===== src/rtl/dmd_pkg.sv =====
// Shared types and constants for the HUB75 DMD scan controller.
package dmd_pkg;

  localparam int DMD_LINES  = 32;
  localparam int DMD_PIXELS = 128;
  localparam int DMD_PLANES = 4;

  typedef logic [$clog2(DMD_PLANES)-1:0] plane_t;

  typedef enum logic [2:0] {
    FETCH_TOP,
    FETCH_BOT,
    SHIFT,
    WAIT_ON,
    BLANK_PRE,
    LATCH,
    BLANK_POST
  } scan_state_t;

  // BCM weight: plane p stays lit for base << p clocks.
  function automatic int unsigned plane_on_time(input int unsigned base, input plane_t p);
    return base << p;
  endfunction

endpackage


===== src/rtl/dmd_hub75_shifter.sv =====
// Dual-half HUB75 row shifter: two row registers shifted out LSB first under a divided panel clock.
module dmd_hub75_shifter #(
  parameter int PIXELS = 128,
  parameter int CLKDIV = 2
) (
  input  logic              clk,
  input  logic              rst,
  input  logic              load_top,
  input  logic              load_bot,
  input  logic              start,
  input  logic [PIXELS-1:0] data,
  output logic              done,
  output logic              sclk,
  output logic              pix_top,
  output logic              pix_bot
);

  localparam int DW = $clog2(CLKDIV + 1);
  localparam int BW = $clog2(PIXELS);

  logic [PIXELS-1:0] sr_top;
  logic [PIXELS-1:0] sr_bot;
  logic              active;
  logic              phase;
  logic [DW-1:0]     div_cnt;
  logic [BW-1:0]     bit_cnt;
  logic              div_last;

  assign div_last = (div_cnt == DW'(CLKDIV - 1));
  assign done     = active && phase && div_last && (bit_cnt == BW'(PIXELS - 1));
  assign sclk     = active && phase;
  assign pix_top  = active && sr_top[0];
  assign pix_bot  = active && sr_bot[0];

  // Each bit: CLKDIV clocks with sclk low (data settles), CLKDIV clocks high; shift on leaving high.
  always_ff @(posedge clk or posedge rst) begin
    if (rst) begin
      sr_top  <= '0;
      sr_bot  <= '0;
      active  <= 1'b0;
      phase   <= 1'b0;
      div_cnt <= '0;
      bit_cnt <= '0;
    end else begin
      if (load_top) sr_top <= data;
      if (load_bot) sr_bot <= data;
      if (start) begin
        active  <= 1'b1;
        phase   <= 1'b0;
        div_cnt <= '0;
        bit_cnt <= '0;
      end else if (active) begin
        if (div_last) begin
          div_cnt <= '0;
          phase   <= ~phase;
          if (phase) begin
            sr_top <= sr_top >> 1;
            sr_bot <= sr_bot >> 1;
            if (bit_cnt == BW'(PIXELS - 1)) active <= 1'b0;
            else bit_cnt <= bit_cnt + 1'b1;
          end
        end else begin
          div_cnt <= div_cnt + 1'b1;
        end
      end
    end
  end

endmodule


===== src/rtl/dmd_hub75_scanctl.sv =====
// HUB75 scan/refresh controller for a 32-line mono DMD with BCM bit-planes.
// Optional global dimming input enabled by defining DMD_SCAN_DIM_EN.
//
//  state      | meaning
//  FETCH_TOP  | request line of top half, load top shift register
//  FETCH_BOT  | request line+LINES, load bottom shift register, start shift
//  SHIFT      | shifter running (overlaps display of the previous row)
//  WAIT_ON    | wait for the displayed row's on-time to expire
//  BLANK_PRE  | OE high before latch
//  LATCH      | lat pulse, panel address update
//  BLANK_POST | OE high after latch, then start on-time and advance plane/line
module dmd_hub75_scanctl
  import dmd_pkg::*;
#(
  parameter int PIXELS = DMD_PIXELS,
  parameter int LINES  = DMD_LINES / 2,
  parameter int PLANES = DMD_PLANES,
  parameter int CLKDIV = 2,
  parameter int ONTIME = 64,
  parameter int BLANK  = 4
) (
  input  logic              clk,
  input  logic              rst,
  output logic              row_req,
  output logic [4:0]        row_addr,
  output logic [1:0]        row_plane,
  input  logic              row_valid,
  input  logic [PIXELS-1:0] row_data,
`ifdef DMD_SCAN_DIM_EN
  input  logic [7:0]        dim,
`endif
  output logic              frame_start,
  output logic              hub75_r0,
  output logic              hub75_g0,
  output logic              hub75_b0,
  output logic              hub75_r1,
  output logic              hub75_g1,
  output logic              hub75_b1,
  output logic              hub75_a,
  output logic              hub75_b,
  output logic              hub75_c,
  output logic              hub75_d,
  output logic              hub75_clk,
  output logic              hub75_lat,
  output logic              hub75_oe
);

  localparam int LW = $clog2(LINES);
  localparam int OW = $clog2((ONTIME << (PLANES - 1)) + 1);
  localparam int TW = $clog2(BLANK + 1);

  scan_state_t   state, state_nxt;
  logic [LW-1:0] line;
  plane_t        plane;
  logic [LW-1:0] disp_line;
  logic          req_q;
  logic          row_take;
  logic [TW-1:0] tmr;
  logic [OW-1:0] on_cnt;
  logic [OW-1:0] on_thr;
  logic [OW-1:0] on_len;
  logic [OW-1:0] on_thr_nxt;
  logic          load_top;
  logic          load_bot;
  logic          shift_start;
  logic          shift_done;
  logic          pix_top;
  logic          pix_bot;
  logic          period_start;

  assign row_take     = req_q && row_valid;
  assign period_start = (state == BLANK_POST) && (tmr == '0);
  assign on_len       = OW'(plane_on_time(ONTIME, plane));

`ifdef DMD_SCAN_DIM_EN
  // OE stays low while on_cnt > on_thr, i.e. for the first (len*dim)>>8 clocks of the period.
  assign on_thr_nxt = on_len - OW'(({8'd0, on_len} * {{OW{1'b0}}, dim}) >> 8);
`else
  assign on_thr_nxt = '0;
`endif

  assign row_req     = req_q;
  assign row_addr    = 5'(line) + ((state == FETCH_BOT) ? 5'(LINES) : 5'd0);
  assign row_plane   = plane;
  assign hub75_lat   = (state == LATCH);
  assign frame_start = (state == LATCH) && (line == '0) && (plane == '0);
  assign hub75_oe    = ~(on_cnt > on_thr);
  assign hub75_r0    = pix_top;
  assign hub75_g0    = pix_top;
  assign hub75_b0    = pix_top;
  assign hub75_r1    = pix_bot;
  assign hub75_g1    = pix_bot;
  assign hub75_b1    = pix_bot;
  assign hub75_a     = disp_line[0];
  assign hub75_b     = disp_line[1];
  assign hub75_c     = disp_line[2];
  assign hub75_d     = disp_line[3];

  dmd_hub75_shifter #(
    .PIXELS (PIXELS),
    .CLKDIV (CLKDIV)
  ) u_shifter (
    .clk      (clk),
    .rst      (rst),
    .load_top (load_top),
    .load_bot (load_bot),
    .start    (shift_start),
    .data     (row_data),
    .done     (shift_done),
    .sclk     (hub75_clk),
    .pix_top  (pix_top),
    .pix_bot  (pix_bot)
  );

  always_comb begin
    state_nxt   = state;
    load_top    = 1'b0;
    load_bot    = 1'b0;
    shift_start = 1'b0;
    case (state)
      FETCH_TOP: begin
        if (row_take) begin
          load_top  = 1'b1;
          state_nxt = FETCH_BOT;
        end
      end
      FETCH_BOT: begin
        if (row_take) begin
          load_bot    = 1'b1;
          shift_start = 1'b1;
          state_nxt   = SHIFT;
        end
      end
      SHIFT:      if (shift_done) state_nxt = WAIT_ON;
      WAIT_ON:    if (on_cnt == '0) state_nxt = BLANK_PRE;
      BLANK_PRE:  if (tmr == '0) state_nxt = LATCH;
      LATCH:      state_nxt = BLANK_POST;
      BLANK_POST: if (tmr == '0) state_nxt = FETCH_TOP;
      default:    state_nxt = FETCH_TOP;
    endcase
  end

  always_ff @(posedge clk or posedge rst) begin
    if (rst) state <= FETCH_TOP;
    else     state <= state_nxt;
  end

  // A fresh request is raised one cycle after entering a fetch state, so req visibly drops between fetches.
  always_ff @(posedge clk or posedge rst) begin
    if (rst) begin
      req_q <= 1'b0;
    end else if (row_take) begin
      req_q <= 1'b0;
    end else if (state == FETCH_TOP || state == FETCH_BOT) begin
      req_q <= 1'b1;
    end
  end

  always_ff @(posedge clk or posedge rst) begin
    if (rst) begin
      tmr <= '0;
    end else if ((state_nxt != state) && (state_nxt == BLANK_PRE || state_nxt == BLANK_POST)) begin
      tmr <= TW'(BLANK - 1);
    end else if (tmr != '0) begin
      tmr <= tmr - 1'b1;
    end
  end

  always_ff @(posedge clk or posedge rst) begin
    if (rst) begin
      line      <= '0;
      plane     <= '0;
      disp_line <= '0;
    end else begin
      if (state == LATCH) disp_line <= line;
      if (period_start) begin
        if (plane == plane_t'(PLANES - 1)) begin
          plane <= '0;
          line  <= (line == LW'(LINES - 1)) ? '0 : line + 1'b1;
        end else begin
          plane <= plane + 1'b1;
        end
      end
    end
  end

  // On-time runs on its own so a slow fetch never stretches or cuts the lit period.
  always_ff @(posedge clk or posedge rst) begin
    if (rst) begin
      on_cnt <= '0;
      on_thr <= '0;
    end else if (period_start) begin
      on_cnt <= on_len;
      on_thr <= on_thr_nxt;
    end else if (on_cnt != '0) begin
      on_cnt <= on_cnt - 1'b1;
    end
  end

endmodule


===== config.mk =====
export PLATFORM = sky130hd
export DESIGN_NAME = dmd_hub75_scanctl
export DESIGN_NICKNAME = d
export VERILOG_FILES = /design/src/rtl/dmd_pkg.sv /design/src/rtl/dmd_hub75_shifter.sv /design/src/rtl/dmd_hub75_scanctl.sv
export SDC_FILE = /design/constraint.sdc
export NUM_CORES = 1
export LEC_CHECK = 0
export ABC_CLOCK_PERIOD_IN_PS = 14720
export CAP_MARGIN = 20
export CORE_MARGIN = 2
export CORE_UTILIZATION = 40
export CTS_BUF_LIST = sky130_fd_sc_hd__clkbuf_16
export DETAILED_ROUTE_END_ITERATION = 8
export PLACE_DENSITY_LB_ADDON = 0.3
export SLEW_MARGIN = 5
export SYNTH_ARGS = -nofsm -noshare
export SYNTH_HDL_FRONTEND = slang
export SYNTH_SLANG_ARGS = --single-unit
export TNS_END_PERCENT = 5

===== constraint.sdc =====
create_clock -name clk -period 14.72 [get_ports clk]
set_input_delay 3.68 -clock clk [delete_from_list [all_inputs] [get_ports clk]]
set_output_delay 3.68 -clock clk [all_outputs]
set_load 0.03 [all_outputs]

Yosys cells after proc, flatten, opt, wreduce, memory -nomap -nowiden
Cells that the tools add are included. W data, S select, Z words.

Add/sub/neg operators: 7. Reduce and logical (&&, ||, !) cells: 28. Mux-type cells: 45. Bitwise operators: 2. Magnitude comparators: 1. Equal/unequal tests: 14. Shifts and indexed selects: 1.

Operators with widths (number): $mux W128 (10); $mux W7 (5); $mux W3 (8); $pmux W3 S7 (1); $mux W10 (2); $eq A3 B3 Y1 const B (5); $mux W1 (13); $reduce_bool A2 Y1 (6); $gt A10 B1 Y1 const B (1); $logic_and A1 B1 Y1 (10); $logic_not A10 Y1 (1); $reduce_bool A10 Y1 (1); $shl A7 B2 Y10 const A (1); $sub A10 B1 Y10 const B (1); $mux W2 (4); $add A7 B1 Y7 const B (1); $eq A7 B7 Y1 const B (1); $eq A3 B2 Y1 const B (2); $logic_not A3 Y1 (2); $add A4 B5 Y5 (1); $mux W5 (1); $add A2 B1 Y2 const B (2); $add A4 B1 Y4 const B (1); $eq A4 B4 Y1 const B (1); 14 further kinds (17).

Bits in registers: 294. Bits of input ports: 131.

Longest topological paths before layout
Gate-level depths: netlist of run 1.

Word-level depth: 9. Gate-level depth with buffers: 8. Mapped depth without buffers: 7.

Cells and area by module
From an unflattened synthesis of run 1, not the netlist that was laid out.

Cell total of the unflattened synthesis: 1324. Area total of the unflattened synthesis: 14390.1 sq um.

By module, submodules not included: dmd_hub75_shifter (seq. area each 6681.4 sq um, area an instance 12899.9 sq um, instances 1, cells each 1167); dmd_hub75_scanctl (seq. area each 675.6 sq um, area an instance 1490.2 sq um, instances 1, cells each 157).

Worst setup path after synthesis of run 1
Ideal clock, no wire load.

Kind: register to output. From: reg state[0]. To: out frame_start. Path slack: 9095 ps. Stages on the path, launching flop included: 5. Arrival: 1945 ps. Buffers on the path: 1. Path through: dfrtp_1 clkbuf_1 nor2b_1 nand2_1 nor4_1.

Word-level cells in the longest chain between the ends: 3.

Ends and longest elaborated chain: start, declared (line dmd_hub75_scanctl.sv:52) `scan_state_t state, state_nxt;`; start signal, assigned (line dmd_hub75_scanctl.sv:145) `else state <= state_nxt;`; $eq A3 B3 Y1 (line dmd_hub75_scanctl.sv:86) `assign frame_start = (state == LATCH) && (line == '0) && (plane == '0);`; $logic_and A1 B1 Y1 (2 in series) (line dmd_hub75_scanctl.sv:86); end, declared (line dmd_hub75_scanctl.sv:32) `output logic frame_start,`.

Every way passes these cells.

Worst setup path in the final report of run 1
From: reg on_cnt[0]. To: out hub75_oe.

Word-level cells in the longest chain between the ends: 2.

Ends and longest elaborated chain: start, declared (line dmd_hub75_scanctl.sv:59) `logic [OW-1:0] on_cnt;`; start signal, assigned (line dmd_hub75_scanctl.sv:193) `on_cnt <= on_len;`; start signal, assigned (line dmd_hub75_scanctl.sv:196) `on_cnt <= on_cnt - 1'b1;`; $gt A10 B1 Y1 (line dmd_hub75_scanctl.sv:87) `assign hub75_oe = ~(on_cnt > on_thr);`; $not A1 Y1 (line dmd_hub75_scanctl.sv:87); end, declared (line dmd_hub75_scanctl.sv:45) `output logic hub75_oe`.

Every way passes these cells.

==> run summary, run 1 <==
======================================================================================
Total Wirelength                                                              28.04 mm
Buffers added on ports                                                             152
Placed Instances                                                                  1834
Syn_nets                                                                          1462
Area of the die                                                              35840 um2
Internal Pwr Total                                                             2099 uW
Half-perimeter wire length of the detailed placement result                   17.18 mm
Number of flip-flops and latches in the synthesized netlist                        294
Most frequent cells in the layout                                         294 x sky130_fd_sc_hd__dfrtp_1, 258 x sky130_fd_sc_hd__mux2i_1, 152 x sky130_fd_sc_hd__clkdlybuf4s50_1
Main synth FF type                                                        sky130_fd_sc_hd__dfrtp_1
Period utilization                                                              44.41%
Leading cell type in the layout, fill and taps excluded                   sky130_fd_sc_hd__dfrtp_1
All-Layer GR Usage                                                              15.77%
I/O pins                                                                           153
Leakage dissipation                                                        0.006931 uW
Detailed-route vias per instance                                                 5.055
# Post-CTS Setup Buffers                                                             0
Maximum buffer depth of the clock tree                                               3
Count of antenna-violating nets left after detailed routing                          0
Clk root buf                                                              sky130_fd_sc_hd__clkbuf_16
Gate power share                                                                 30.9%
Reg power frac                                                                   43.6%
Fin Clk Skew                                                                0.01088 ns
Endpoint of the worst hold-timing path                                    disp_line[1]
Number of clock sinks                                                              294
Initial antenna violation count                                                      0
Setup repair after global routing missed its margin                              false
P per Cell Area                                                           190.0 nW/um2
P_sw                                                                           1041 uW
Proportion of layout cells with a drive suffix above 1                          5.121%
R2R Path Start                                                                state[2]
Number of gates resized after cts                                                    0
Overall overflow remaining after global route                                        0
Cell taking the most area after synthesis                                 sky130_fd_sc_hd__dfrtp_1
Sw Share                                                                        33.15%
Status                                                                    finished clean
CTS H-tree lvls                                                                      2
Number of inserted filler cells in the final layout                               3124
Worst hold path type                                                      register to register
Clk pwr share                                                                    25.4%
R2r setup slk                                                                 12.21 ns
Initial standard-cell utilization of the core                                   40.76%
Area growth from synthesis to layout                                            20.31%
Number of cells on the worst reg-to-reg path                                         5
Cell count after synthesis                                                        1321
Residual DRC count                                                                   0
Finish-stage setup viols                                                             0
Detailed router's first-iteration violation count                                  422
Post-synthesis average cell area                                             10.40 um2
Synth top area share                                                            53.56%
Number of flops mapped to enable cells by yosys                                      0
Depth of the worst hold-timing path                                                  2
Reg2Reg Capture Point                                                     u_shifter.sr_top[1]
Number of distinct standard cells referenced by the synthesized netlist             47
Vias in the first global route                                                    9619
Worst setup path class                                                    register to output pin
Number of optimization iterations in the first detailed-route pass                   5
DR WL/cell                                                                    14.81 um
Rel. slew slack                                                                 15.95%
Yosys warning total                                                                  0
Arrival time at the worst endpoint                                             2.86 ns
CTS tree                                                                          done
Max Clk Rate                                                                 153.0 MHz
Area of the mapped netlist                                                   13740 um2
Source-to-sink clock delay at the later pin of the worst-skew pair             0.50 ns
Inserted Clock Buffers                                                              36
Number of nets in the finished design                                             1565
Period minus WS final                                                         6.537 ns
Kind of start point of the critical path                                      register
Number of placement rows                                                            67
Sequential share of the synthesized area                                        53.56%
Global-route wire length before repair                                        47.34 mm
Final setup TNS                                                                   0 ns
Last weighted congestion value of the routability-driven placer                 0.7695
Antenna Cells                                                                        0
Floorplan die height                                                          189.3 um
Die X-Extent                                                                  189.3 um
Post-synthesis async set-or-reset flop share                                    100.0%
Number of vias in the routed layout                                               9570
Top cells by area in the synthesized netlist                              sky130_fd_sc_hd__dfrtp_1 54%, sky130_fd_sc_hd__mux2i_1 19%, sky130_fd_sc_hd__o21ai_0 5.0%
Hold-fix buffers, CTS                                                                0
Worst slack on hold paths                                                    0.4744 ns
Core region area                                                             33700 um2
Count of placed standard cells in the final layout, fillers left out              1893
Final max-slew violation count                                                       0
Endpoints failing hold                                                               0
Pin count of the biggest net entering global routing                               265
Largest fanout on the critical path                                                  7
Source of the worst hold timing path                                      disp_line[1]
Reg clk slew, reported paths                                                   0.05 ns
Kind of end point of the critical path                                      output pin
Worst VDD drop                                                               0.1077 mV
Max-cap violations                                                                   0
Required time of the critical path                                            11.04 ns
Transition time at the pin with the least slew margin                         1.261 ns
======================================================================================
==> logic make-up after synthesis <==
| kind of cell | after synthesis | synth area share (%) |
|---|---|---|
| muxes | 261 | 19.05 |
| DFF | 294 | 53.56 |
| and+or+nand+nor | 339 | 10.40 |
| xor gates and xnor gates | 11 | 0.7014 |
| adders and majority gates | 10 | 0.9108 |
| buffers and inverters | 108 | 3.862 |
| AOI/OAI and AO/OA | 298 | 11.52 |
==> cell type report <==
class	instances	area, um2	share of cell area, %
Inverter	12	52.55	0.3180
Tap cell	448	560.5	3.392
Multi-Input combinational cell	919	5871	35.52
Sequential cell	294	7357	44.52
Clock buffer	37	925.9	5.602
Timing Repair Buffer	161	1627	9.842
Clock inverter	22	133.9	0.8101
==> critical path, cell delays in order (launching register included) <==
cell                              delay (ns)
sky130_fd_sc_hd__dfrtp_1                0.43
sky130_fd_sc_hd__inv_1                  0.13
sky130_fd_sc_hd__ha_1                   0.24
sky130_fd_sc_hd__nor2b_1                0.26
sky130_fd_sc_hd__nand3_1                0.29
sky130_fd_sc_hd__inv_1                  0.29
sky130_fd_sc_hd__clkdlybuf4s50_1        0.72
==> registers in the layout (all words and copies together) (netlist names) <==
| register | cells |
|---|---|
| on_cnt | 10 |
| state | 3 |
| line | 4 |
| u_shifter.sr_bot | 128 |
| row_plane | 2 |
| row_req | 1 |
| u_shifter.bit_cnt | 7 |
| u_shifter.div_cnt | 2 |
| u_shifter.sr_top | 128 |
| tmr | 3 |
| u_shifter.active | 1 |
| disp_line | 4 |
| u_shifter.phase | 1 |
==> worst max path at each step <==
stage	from	to	slack, ns	cells after the start
after global placement	rst	u_shifter.sr_top[113]	8.21	4
after detailed placement	rst	u_shifter.sr_top[113]	8.20	4
final	on_cnt[0]	hub75_oe	8.18	6
after global routing	on_cnt[0]	hub75_oe	7.96	6
after CTS	on_cnt[0]	hub75_oe	8.17	6
after floorplan	rst	disp_line[0]	2.92	1
==> power by group through the flow <==
stage | Combinational, uW | Sequential [uW] | Clock [uW]
6_report | 971 | 1370 | 799
5_1_grt | 1110 | 1420 | 863
4_1_cts | 988 | 1370 | 825
3_5_place_dp | 986 | 1380 | 0
3_3_place_gp | 953 | 1370 | 0
2_1_floorplan | 819 | 1320 | 0
==> synthesized netlist by cell type, types with 4 or more instances <==
library cell               count
sky130_fd_sc_hd__inv_1        12
sky130_fd_sc_hd__nor2_1      147
sky130_fd_sc_hd__a21oi_1     131
sky130_fd_sc_hd__mux2i_1     258
sky130_fd_sc_hd__and2_1        5
sky130_fd_sc_hd__or3_1         4
sky130_fd_sc_hd__nor2b_1       5
sky130_fd_sc_hd__dfrtp_1     294
sky130_fd_sc_hd__ha_1         10
sky130_fd_sc_hd__xnor2_1       8
sky130_fd_sc_hd__buf_2        40
sky130_fd_sc_hd__nand2b_1      4
sky130_fd_sc_hd__clkbuf_1     34
sky130_fd_sc_hd__nand3_1       8
sky130_fd_sc_hd__nand2_1     146
sky130_fd_sc_hd__buf_4        20
sky130_fd_sc_hd__o31ai_1       5
sky130_fd_sc_hd__o21ai_0     137
==> stage by stage <==
stage | setup slack (ns) | cell area (um2) | total power, uW | util [%]
floorplan | 2.921 | 13740 | 2140 | -
global placement | 8.206 | 15470 | 2323 | 45.90
detailed placement | 8.199 | 15470 | 2367 | 45.90
CTS | 8.173 | 16530 | 3183 | 49.04
global route | 7.956 | 16530 | 3390 | 49.04
finish | 8.183 | 16530 | 3140 | 49.04
==> per-layer routing <==
layer  GRT usage [%]  part of all wire (%)  vias up  wire (um)
met5               0                     0        -          0
met4           4.234                   2.0        0        550
met1           21.53                    47     4610      13240
li1                -                     -     4774          -
met3           2.465                   4.1       35       1139
met2           26.19                    47      151      13110
Power figures use the tool's default switching activity.
==> inputs of run 2 (changes only) <==
--- a/config.mk
+++ b/config.mk
@@ -5,7 +5,7 @@
 export SDC_FILE = /design/constraint.sdc
 export NUM_CORES = 1
 export LEC_CHECK = 0
-export ABC_CLOCK_PERIOD_IN_PS = 14720
+export ABC_CLOCK_PERIOD_IN_PS = 6200
 export CAP_MARGIN = 20
 export CORE_MARGIN = 2
 export CORE_UTILIZATION = 40
==> constraint.sdc (replaced) <==
create_clock -name clk -period 6.2 [get_ports clk]
set_input_delay 1.55 -clock clk [delete_from_list [all_inputs] [get_ports clk]]
set_output_delay 1.55 -clock clk [all_outputs]
set_load 0.03 [all_outputs]
==> run 2 against run 1 <==
  * Power rose by 140%
  * Sequential power is 140% higher
  * Combinational power increased by 140%
  * Sequential cell count is the same
  * Design area rose by 0.60%
  * Clock skew is 0.0017 ns higher
  * Clock-buffer cell count did not move
  * Non-clock buffer count rose by 1
  * Critical path type unchanged
  * Critical endpoint unchanged
==> run summary, run 2 (synthesis gave the netlist of run 1 again) <==
=================================================================================
Status                                                               finished clean
Leading cell type in the layout, fill and taps excluded              sky130_fd_sc_hd__dfrtp_1
Cell area after layout                                                  16630 um2
Period minus WS final                                                    4.382 ns
R2R Path Start                                                           state[2]
Finish-stage setup viols                                                        0
Inserted Clock Buffers                                                         35
Arrival time at the worst endpoint                                        2.83 ns
Hold-fix buffers, CTS                                                           0
Count of antenna-violating nets left after detailed routing                     0
Buffers added on ports                                                        152
Setup repair after global routing missed its margin                         false
Initial antenna violation count                                                 1
Global-route wire length before repair                                   46.53 mm
Largest registers ranked by flip-flop count                          u_shifter.sr_bot (128), u_shifter.sr_top (128), on_cnt (10)
Initial standard-cell utilization of the core                              40.76%
Number of cells on the worst reg-to-reg path                                    5
Area of the die                                                         35840 um2
Detailed router's first-iteration violation count                             363
Largest fanout on the critical path                                             7
Die X-Extent                                                             189.3 um
Reg2Reg Capture Point                                                u_shifter.sr_top[118]
Final setup TNS                                                              0 ns
Worst stage delay on the critical path                                    0.71 ns
Final max-slew violation count                                                  0
Worst setup path class                                               register to output pin
Cell breakdown of the critical path                                  inv_1, ha_1, nor2b_1, nand3_1, inv_1, clkdlybuf4s50_1
Proportion of layout cells with a drive suffix above 1                     4.907%
Number of clock sinks                                                         294
Required time of the critical path                                        4.65 ns
Worst setup path start                                                  on_cnt[0]
Rel. slew slack                                                            12.86%
Half-perimeter wire length of the detailed placement result              17.41 mm
Kind of start point of the critical path                                 register
Top Family by Delay on Critical Path                                 buffers and inverters
Detailed-route vias per instance                                            5.059
Core region area                                                        33700 um2
Floorplan die height                                                     189.3 um
Maximum buffer depth of the clock tree                                          3
Clk root buf                                                         sky130_fd_sc_hd__clkbuf_16
Source of the worst hold timing path                                 disp_line[0]
CTS tree                                                                     done
# Post-CTS Setup Buffers                                                        0
Placement-stage cell area                                               15520 um2
All-Layer GR Usage                                                         15.48%
Endpoint of the worst hold-timing path                               disp_line[0]
Number of vias in the routed layout                                          9587
CTS H-tree lvls                                                                 2
Number of gates resized after cts                                               0
Source-to-sink clock delay at the later pin of the worst-skew pair        0.49 ns
Sum of buffers and inverters on the critical path                               3
Fin Clk Skew                                                           0.01257 ns
Most frequent cells in the layout                                    294 x sky130_fd_sc_hd__dfrtp_1, 258 x sky130_fd_sc_hd__mux2i_1, 152 x sky130_fd_sc_hd__clkdlybuf4s50_1
Depth of the worst hold-timing path                                             2
Transition time at the pin with the least slew margin                    1.307 ns
Period utilization                                                         70.68%
Worst hold path type                                                 register to register
Vias in the first global route                                               9509
Worst VDD drop                                                          0.3439 mV
R2r setup slk                                                             3.69 ns
Cell mode on critical path                                           sky130_fd_sc_hd__inv_1
Number of placement rows                                                       67
Reg clk slew, reported paths                                              0.06 ns
Residual DRC count                                                              0
P per Cell Area                                                      452.6 nW/um2
Endpoints failing hold                                                          0
Leakage dissipation                                                   0.006961 uW
Max Clk Rate                                                            228.2 MHz
I/O pins                                                                      153
DR WL/cell                                                               14.58 um
Kind of end point of the critical path                                 output pin
Area growth from synthesis to layout                                       21.03%
Last weighted congestion value of the routability-driven placer            0.7910
Number of optimization iterations in the first detailed-route pass              5
Number of nets in the finished design                                        1565
Max-cap violations                                                              0
Antenna Cells                                                                   0
Overall overflow remaining after global route                                   0
Total Wirelength                                                         27.63 mm
Pin count of the biggest net entering global routing                          255
Slowest-stage cell, CP                                               sky130_fd_sc_hd__clkdlybuf4s50_1
=================================================================================
-- run 2: cell count changes in the layout (fill, tap and decap cells not counted) --
cell                         previous run  this run
sky130_fd_sc_hd__buf_4                  6         3
sky130_fd_sc_hd__bufinv_16              1         3
sky130_fd_sc_hd__clkinv_1               4         8
sky130_fd_sc_hd__inv_8                  1         0
sky130_fd_sc_hd__inv_1                 16        17
sky130_fd_sc_hd__clkinvlp_4             1         2
sky130_fd_sc_hd__inv_6                  1         0
sky130_fd_sc_hd__buf_12                 3         7
sky130_fd_sc_hd__clkinv_2               9         4
-- run 2: area by class of cell --
cell class | instances | area (um2)
fill | 3109 | 17070
clock buffer | 37 | 925.9
timing repair buffer | 162 | 1684
tap | 448 | 560.5
clock inverter | 23 | 178.9
inverter | 12 | 48.80
sequential | 294 | 7357
multi-input combinational | 919 | 5871
-- run 2: metrics by stage --
step / setup slack [ns] / hold WS (ns) / cells / total power [uW] / util (%)
3_5_place_dp: 2.387 / 0.4759 / 1835 / 5623 / 46.06
6_report: 1.818 / 0.4855 / 1895 / 7524 / 49.34
5_1_grt: 1.704 / 0.5172 / 1895 / 8099 / 49.34
4_1_cts: 1.826 / 0.4888 / 1895 / 7628 / 49.34
2_1_floorplan: 0.7469 / 0.4622 / 1321 / 5081 / -
3_3_place_gp: 2.493 / 0.4707 / 1835 / 5521 / 46.06
-- run 2: worst max path at each step --
stage	end	cells past startpoint
2_1_floorplan	disp_line[0]	1
3_3_place_gp	hub75_oe	6
3_5_place_dp	hub75_oe	6
4_1_cts	hub75_oe	6
5_1_grt	hub75_oe	6
6_report	hub75_oe	6
-- run 2: metal layers --
layer  GRT usage [%]  vias up  share of wire (%)
li1                -     4779                  -
met1           20.47     4606                 47
met2           26.26      156                 47
met3           2.373       44                3.7
met4           4.711        2                2.0
met5               0        -              0.047
-- run 2: worst min-delay path: stages, from the launching register on --
cell and delay (ns):
sky130_fd_sc_hd__dfrtp_1 0.34, sky130_fd_sc_hd__nand2_1 0.05, sky130_fd_sc_hd__o21ai_0 0.06
-- run 2: power by group --
| part | internal [uW] | switching, uW | leakage [uW] |
|---|---|---|---|
| Sequential | 2780 | 462 | 0.00336 |
| Clock | 1200 | 773 | 0.000563 |
| Combinational | 1090 | 1220 | 0.00304 |
| Total | 5070 | 2460 | 0.00696 |
